$ cat config.mk
export PLATFORM = sky130hd
export DESIGN_NAME = sl_event_reporter
export DESIGN_NICKNAME = d
export VERILOG_FILES = /design/src/rtl/sl_event_reporter.sv
export SDC_FILE = /design/constraint.sdc
export NUM_CORES = 1
export LEC_CHECK = 0
export CAP_MARGIN = 20
export CORE_MARGIN = 1
export CORE_UTILIZATION = 38
export DETAILED_ROUTE_END_ITERATION = 10
export MAX_ROUTING_LAYER = met4
export PLACE_DENSITY = 0.84
export SLEW_MARGIN = 20
export SYNTH_ARGS = -nofsm -noshare
export SYNTH_HDL_FRONTEND = slang
export SYNTH_SLANG_ARGS = --single-unit
$ cat constraint.sdc
create_clock -name clk -period 2 [get_ports clk]
set_clock_uncertainty 0.15 [all_clocks]
set_input_delay 0.4 -clock clk [delete_from_list [all_inputs] [get_ports clk]]
set_output_delay 0.4 -clock clk [all_outputs]
set_load 0.005 [all_outputs]
$ cat src/rtl/sl_event_reporter.sv
// Round-robin event reporter: latches per-channel change events and serialises
// them as CHANNEL/STATUS/CONFIG/DATA words onto a single FIFO write port.
module sl_event_reporter #(
    parameter int TX_COUNT = 1,
    parameter int RX_COUNT = 1,
    parameter int CH_W     = $clog2((TX_COUNT > RX_COUNT) ? TX_COUNT : RX_COUNT) + 1
) (
    input  logic                    clk,
    input  logic                    rst,
    input  logic                    report_en,
    input  logic [TX_COUNT-1:0]     config_changed_tx,
    input  logic [TX_COUNT-1:0]     status_changed_tx,
    input  logic [16*TX_COUNT-1:0]  rd_config_tx,
    input  logic [TX_COUNT-1:0]     rd_status_tx,
    input  logic [RX_COUNT-1:0]     config_changed_rx,
    input  logic [RX_COUNT-1:0]     status_changed_rx,
    input  logic [RX_COUNT-1:0]     data_changed_rx,
    input  logic [16*RX_COUNT-1:0]  rd_config_rx,
    input  logic [RX_COUNT-1:0]     rd_status_rx,
    input  logic [32*RX_COUNT-1:0]  rd_data_rx,
    input  logic                    fifo_write_full,
    output logic [33:0]             fifo_write_data,
    output logic                    fifo_write_inc,
    output logic                    busy
);
    localparam int N  = TX_COUNT + RX_COUNT;
    localparam int SW = (N > 1) ? $clog2(N) : 1;

    typedef enum logic [2:0] {
        IDLE, SCAN, SEND_CH, SEND_STATUS, SEND_CONFIG, SEND_DATA
    } state_t;

    state_t        state_reg, state_next;
    logic [SW-1:0] ptr_reg, ptr_next;
    logic [SW-1:0] cur_reg, cur_next;
    logic [SW-1:0] last_reg, last_next;
    logic          last_v_reg, last_v_next;
    logic [N-1:0]  st_pend_reg, cfg_pend_reg, dat_pend_reg;
    logic [N-1:0]  st_evt, cfg_evt, dat_evt;
    logic [N-1:0]  st_clr, cfg_clr, dat_clr;
    logic [N-1:0]  any_pend, status_bit;
    logic [15:0]   cfg_val  [N];
    logic [31:0]   data_val [N];
    logic [33:0]   fifo_write_data_reg, word;
    logic          fifo_write_inc_reg, push;
    logic          found;
    logic [SW-1:0] pick;
    logic [31:0]   ch_payload;

    // Flatten TX and RX channels into one slot space: TX first, RX after.
    genvar gi;
    generate
        for (gi = 0; gi < TX_COUNT; gi++) begin : g_tx
            assign st_evt[gi]     = status_changed_tx[gi];
            assign cfg_evt[gi]    = config_changed_tx[gi];
            assign dat_evt[gi]    = 1'b0;
            assign status_bit[gi] = rd_status_tx[gi];
            assign cfg_val[gi]    = rd_config_tx[16*gi +: 16];
            assign data_val[gi]   = '0;
        end
        for (gi = 0; gi < RX_COUNT; gi++) begin : g_rx
            assign st_evt[TX_COUNT+gi]     = status_changed_rx[gi];
            assign cfg_evt[TX_COUNT+gi]    = config_changed_rx[gi];
            assign dat_evt[TX_COUNT+gi]    = data_changed_rx[gi];
            assign status_bit[TX_COUNT+gi] = rd_status_rx[gi];
            assign cfg_val[TX_COUNT+gi]    = rd_config_rx[16*gi +: 16];
            assign data_val[TX_COUNT+gi]   = rd_data_rx[32*gi +: 32];
        end
    endgenerate

    assign any_pend = st_pend_reg | cfg_pend_reg | dat_pend_reg;

    function automatic state_t first_payload(input logic st, input logic cfg, input logic dat);
        if (st)       return SEND_STATUS;
        else if (cfg) return SEND_CONFIG;
        else if (dat) return SEND_DATA;
        else          return IDLE;
    endfunction

    // First pending slot at or after ptr, wrapping.
    always_comb begin
        found = 1'b0;
        pick  = '0;
        for (int k = 0; k < N; k++) begin
            if (!found && any_pend[(int'(ptr_reg) + k) % N]) begin
                found = 1'b1;
                pick  = SW'((int'(ptr_reg) + k) % N);
            end
        end
    end

    always_comb begin
        ch_payload = '0;
        if (int'(cur_reg) >= TX_COUNT) begin
            ch_payload[0]      = 1'b1;
            ch_payload[CH_W:1] = CH_W'(int'(cur_reg) - TX_COUNT);
        end else begin
            ch_payload[CH_W:1] = CH_W'(int'(cur_reg));
        end
    end

    always_comb begin
        state_next  = state_reg;
        ptr_next    = ptr_reg;
        cur_next    = cur_reg;
        last_next   = last_reg;
        last_v_next = last_v_reg;
        push        = 1'b0;
        word        = fifo_write_data_reg;
        st_clr      = '0;
        cfg_clr     = '0;
        dat_clr     = '0;
        case (state_reg)
            IDLE: if (report_en && |any_pend) state_next = SCAN;
            SCAN: begin
                if (!found) begin
                    state_next = IDLE;
                end else begin
                    cur_next = pick;
                    ptr_next = (int'(pick) == N - 1) ? '0 : pick + SW'(1);
                    if (last_v_reg && last_reg == pick)
                        state_next = first_payload(st_pend_reg[pick], cfg_pend_reg[pick], dat_pend_reg[pick]);
                    else
                        state_next = SEND_CH;
                end
            end
            SEND_CH: if (!fifo_write_full) begin
                push        = 1'b1;
                word        = {2'd3, ch_payload};
                last_next   = cur_reg;
                last_v_next = 1'b1;
                state_next  = first_payload(st_pend_reg[cur_reg], cfg_pend_reg[cur_reg], dat_pend_reg[cur_reg]);
            end
            SEND_STATUS: if (!fifo_write_full) begin
                push            = 1'b1;
                word            = {2'd2, 31'b0, status_bit[cur_reg]};
                st_clr[cur_reg] = 1'b1;
                state_next      = first_payload(1'b0, cfg_pend_reg[cur_reg], dat_pend_reg[cur_reg]);
            end
            SEND_CONFIG: if (!fifo_write_full) begin
                push             = 1'b1;
                word             = {2'd0, 16'b0, cfg_val[cur_reg]};
                cfg_clr[cur_reg] = 1'b1;
                state_next       = first_payload(1'b0, 1'b0, dat_pend_reg[cur_reg]);
            end
            SEND_DATA: if (!fifo_write_full) begin
                push             = 1'b1;
                word             = {2'd1, data_val[cur_reg]};
                dat_clr[cur_reg] = 1'b1;
                state_next       = IDLE;
            end
            default: state_next = IDLE;
        endcase
    end

    always_ff @(posedge clk) begin
        if (rst) begin
            state_reg           <= IDLE;
            ptr_reg             <= '0;
            cur_reg             <= '0;
            last_reg            <= '0;
            last_v_reg          <= 1'b0;
            st_pend_reg         <= '0;
            cfg_pend_reg        <= '0;
            dat_pend_reg        <= '0;
            fifo_write_inc_reg  <= 1'b0;
            fifo_write_data_reg <= '0;
        end else begin
            state_reg          <= state_next;
            ptr_reg            <= ptr_next;
            cur_reg            <= cur_next;
            last_reg           <= last_next;
            last_v_reg         <= last_v_next;
            // A new event pulse outranks the clear from a simultaneous push.
            st_pend_reg        <= (st_pend_reg  & ~st_clr)  | st_evt;
            cfg_pend_reg       <= (cfg_pend_reg & ~cfg_clr) | cfg_evt;
            dat_pend_reg       <= (dat_pend_reg & ~dat_clr) | dat_evt;
            fifo_write_inc_reg <= push;
            if (push) fifo_write_data_reg <= word;
        end
    end

    assign fifo_write_data = fifo_write_data_reg;
    assign fifo_write_inc  = fifo_write_inc_reg;
    assign busy            = (state_reg != IDLE);
endmodule

==> flow_metrics.env, run 1 <==
export IMPL_worst_hold_path_type="reg2reg"
export IMPL_htree_levels=2
export IMPL_ys_seq_elements=48
export IMPL_rsz0062_at_grt="false"
export IMPL_avgSynthCellArea_um2=8.067
export IMPL_hold_buffers=0
export IMPL_p_switching_uw=784.6
export IMPL_wl_um=7250
export IMPL_drive_gt1_share_pct=10.55
export IMPL_tns_ns=0
export IMPL_synthDistinctLibCells=46
export IMPL_remaining_drc_errors=0
export IMPL_cts_tree="done"
export IMPL_syn_area_mm2=0.002436
export IMPL_finalWorstPathRequiredPeriod_ns=1.903
export IMPL_period_share_pct=95.16
export IMPL_final_cell_mix="clkdlybuf4s50_1 (109), nor2_1 (54), dfxtp_1 (46)"
export IMPL_synthCells=302
export IMPL_setup_violations=0
export IMPL_first_iter_violations=123
export IMPL_synth_nets=379
export IMPL_power_density_mw_per_mm2=656.5
export IMPL_cp_max_fo=8
export IMPL_routed_via_density=5.360
export IMPL_fillCellCount=547
export IMPL_pwr_share_clk_pct=25.3
export IMPL_status="finished, final reports clean"
export IMPL_overflow=0
export IMPL_relSlewSlack_pct=74.28
export IMPL_synth_ff_type="dfxtp_1"
export IMPL_p_seq_share_pct=42.9
export IMPL_die_x_um=82.07
export IMPL_cts_root_buf="clkbuf_8"
export IMPL_total_power_uw=2487
export IMPL_ios=111
export IMPL_rows=28
export IMPL_p_leak_uw=0.001343
export IMPL_initial_utilization_pct=40.19
export IMPL_comb_power_share_pct=31.7
export IMPL_post_place_cells=484
export IMPL_ant_nets=0
export IMPL_place_port_buffers=110
export IMPL_antenna_cells=0
export IMPL_clk_path_buf_depth=2
export IMPL_vias=2637
export IMPL_arrival_ns=1.35
export IMPL_max_cap_violations=0
export IMPL_cts_setup_buffers=0
export IMPL_ys_warn_count=0
export IMPL_dieArea_mm2=0.006735
export IMPL_worst_setup_path_start_kind="flip-flop"
export IMPL_crit_required_ns=1.45
export IMPL_hold_viol=0
export IMPL_grt_pass1_wl_um=11050
export IMPL_crit_path_end_kind="output pin"
export IMPL_numCtsBuffers=5
export IMPL_peakVddDrop_mv=0.4104
export IMPL_worst_slew_pin_slew_ns=0.3828
export IMPL_antenna_found_initial=0
export IMPL_area_delta_synth_final_pct=55.47
export IMPL_fmax_mhz=525.4
export IMPL_stdcell_count=492
export IMPL_hpwl_um=5539
export IMPL_core_area_mm2=0.006061
export IMPL_final_common_cell="clkdlybuf4s50_1"
export IMPL_die_h_um=82.07
export IMPL_cts_num_sinks=48
export IMPL_clk_pin_slew_ns=0.09
export IMPL_p_int_uw=1702
export IMPL_grt_max_degree=31
export IMPL_place_gp_congestion=0.9038
export IMPL_drtPass1Iterations=4
export IMPL_ys_seq_area_share_pct=39.45
export IMPL_track_usage_pct=22.13
export IMPL_synth_edf_count=0
export IMPL_clock_latency_ns=0.30
export IMPL_maxSlewViolCount=0
export IMPL_largest_register_ff_count=34
export IMPL_path_class="reg2out"
export IMPL_grt_pass1_vias=2418
export IMPL_final_nets=493
export IMPL_async_flop_share_pct=0
export IMPL_switching_share_pct=31.55
export IMPL_wire_per_inst_um=14.74
metal layers:
metal,vias up,track usage (%),wire (um)
li1,1304,-,-
met1,1216,27.35,3205
met2,111,37.11,3395
met3,6,4.333,594
met4,0,4.912,55
met5,-,-,0
final cells by class:
type / instances / area, um^2 / share of cell area (%)
clock inverters: 2 / 13.76 / 0.3634
flip-flops and latches: 48 / 965.9 / 25.50
well taps: 75 / 93.84 / 2.478
inverters: 5 / 18.77 / 0.4955
repair buffers: 128 / 1260 / 33.27
clock buffers: 6 / 82.58 / 2.180
multi-input cells: 228 / 1353 / 35.71
power by group through the flow:
stage	registers, uW	logic [uW]	clock network, uW
6_report	1070	789	630
4_1_cts	1070	787	634
2_1_floorplan	1060	438	0
3_5_place_dp	1090	784	0
3_3_place_gp	1080	773	0
5_1_grt	1080	866	687
kinds of logic after synthesis:
| group | Yosys count | synth area share, % |
|---|---|---|
| DFF | 48 | 39.45 |
| xor gates and xnor gates | 1 | 0.3596 |
| and+or+nand+nor | 127 | 24.29 |
| muxes | 10 | 4.160 |
| adders and majority gates | 2 | 1.027 |
| AOI/OAI and AO/OA | 88 | 25.37 |
| buffers and inverters | 26 | 5.341 |
repair_timing:
action,in CTS,in global routing
resized for setup,5,2
hold endpoints to repair,0,0
endpoints found under the setup margin,1,8
pin swaps,0,0
path summary, 6_finish.rpt:
kind                      startpoint             endpoint  slack [ns]  cells after the start
setup / recovery        state_reg[2]                 busy         0.1                      2
hold / removal    fifo_write_data[2]   fifo_write_data[2]        0.31                      2
setup reg to reg        state_reg[1]  fifo_write_data[11]        0.14                      6
hold reg to reg   fifo_write_data[2]   fifo_write_data[2]        0.31                      2
worst max-delay path, cell delays in order, from the launching register on:
cell	delay, ns
dfxtp_4	0.38
or3_4	0.40
dlygate4sd2_1	0.27
stage by stage:
stage	setup slack, ns	instance area [um^2]	util (%)	hold slack, ns
after floorplan	0.1223	2436	-	0.2987
after global placement	0.03866	3680	60.71	0.2853
after detailed placement	-0.01726	3680	60.71	0.2928
after CTS	0.09084	3785	62.45	0.3147
after global routing	0.0004889	3787	62.49	0.3533
final	0.09676	3787	62.49	0.3125
synthesized netlist by cell type, types with 2 or more instances:
cell type,n,area [um^2]
nor2_1,55,206.5
dfxtp_1,48,960.9
nand2_1,37,138.9
a21oi_1,23,115.1
a22oi_1,16,120.1
o21ai_0,16,80.08
a22o_1,10,87.58
mux2i_1,9,90.09
nor3_1,9,45.04
buf_2,8,40.04
clkbuf_1,8,30.03
inv_1,5,18.77
or3_1,5,31.28
a221oi_2,4,60.06
nand2b_1,4,25.02
nand3_1,3,15.01
o221ai_1,3,26.28
a31oi_1,2,12.51
and3_1,2,12.51
buf_4,2,15.01
buf_6,2,22.52
ha_1,2,25.02
nor2b_1,2,12.51
nor3b_1,2,15.01
o211ai_1,2,15.01
o22ai_1,2,12.51
o32ai_1,2,17.52
No activity file was read; power rests on OpenSTA's default activity.
==> run 2: changes to the inputs <==
--- a/config.mk
+++ b/config.mk
@@ -5,13 +5,15 @@
 export SDC_FILE = /design/constraint.sdc
 export NUM_CORES = 1
 export LEC_CHECK = 0
-export CAP_MARGIN = 20
+export CAP_MARGIN = 40
 export CORE_MARGIN = 1
 export CORE_UTILIZATION = 38
 export DETAILED_ROUTE_END_ITERATION = 10
+export HOLD_SLACK_MARGIN = 0.08
 export MAX_ROUTING_LAYER = met4
 export PLACE_DENSITY = 0.84
 export SLEW_MARGIN = 20
 export SYNTH_ARGS = -nofsm -noshare
 export SYNTH_HDL_FRONTEND = slang
 export SYNTH_SLANG_ARGS = --single-unit
+export TNS_END_PERCENT = 30
==> results of run 2 <==
No change in the layout: final DEF, timing and power equal those of run 1.
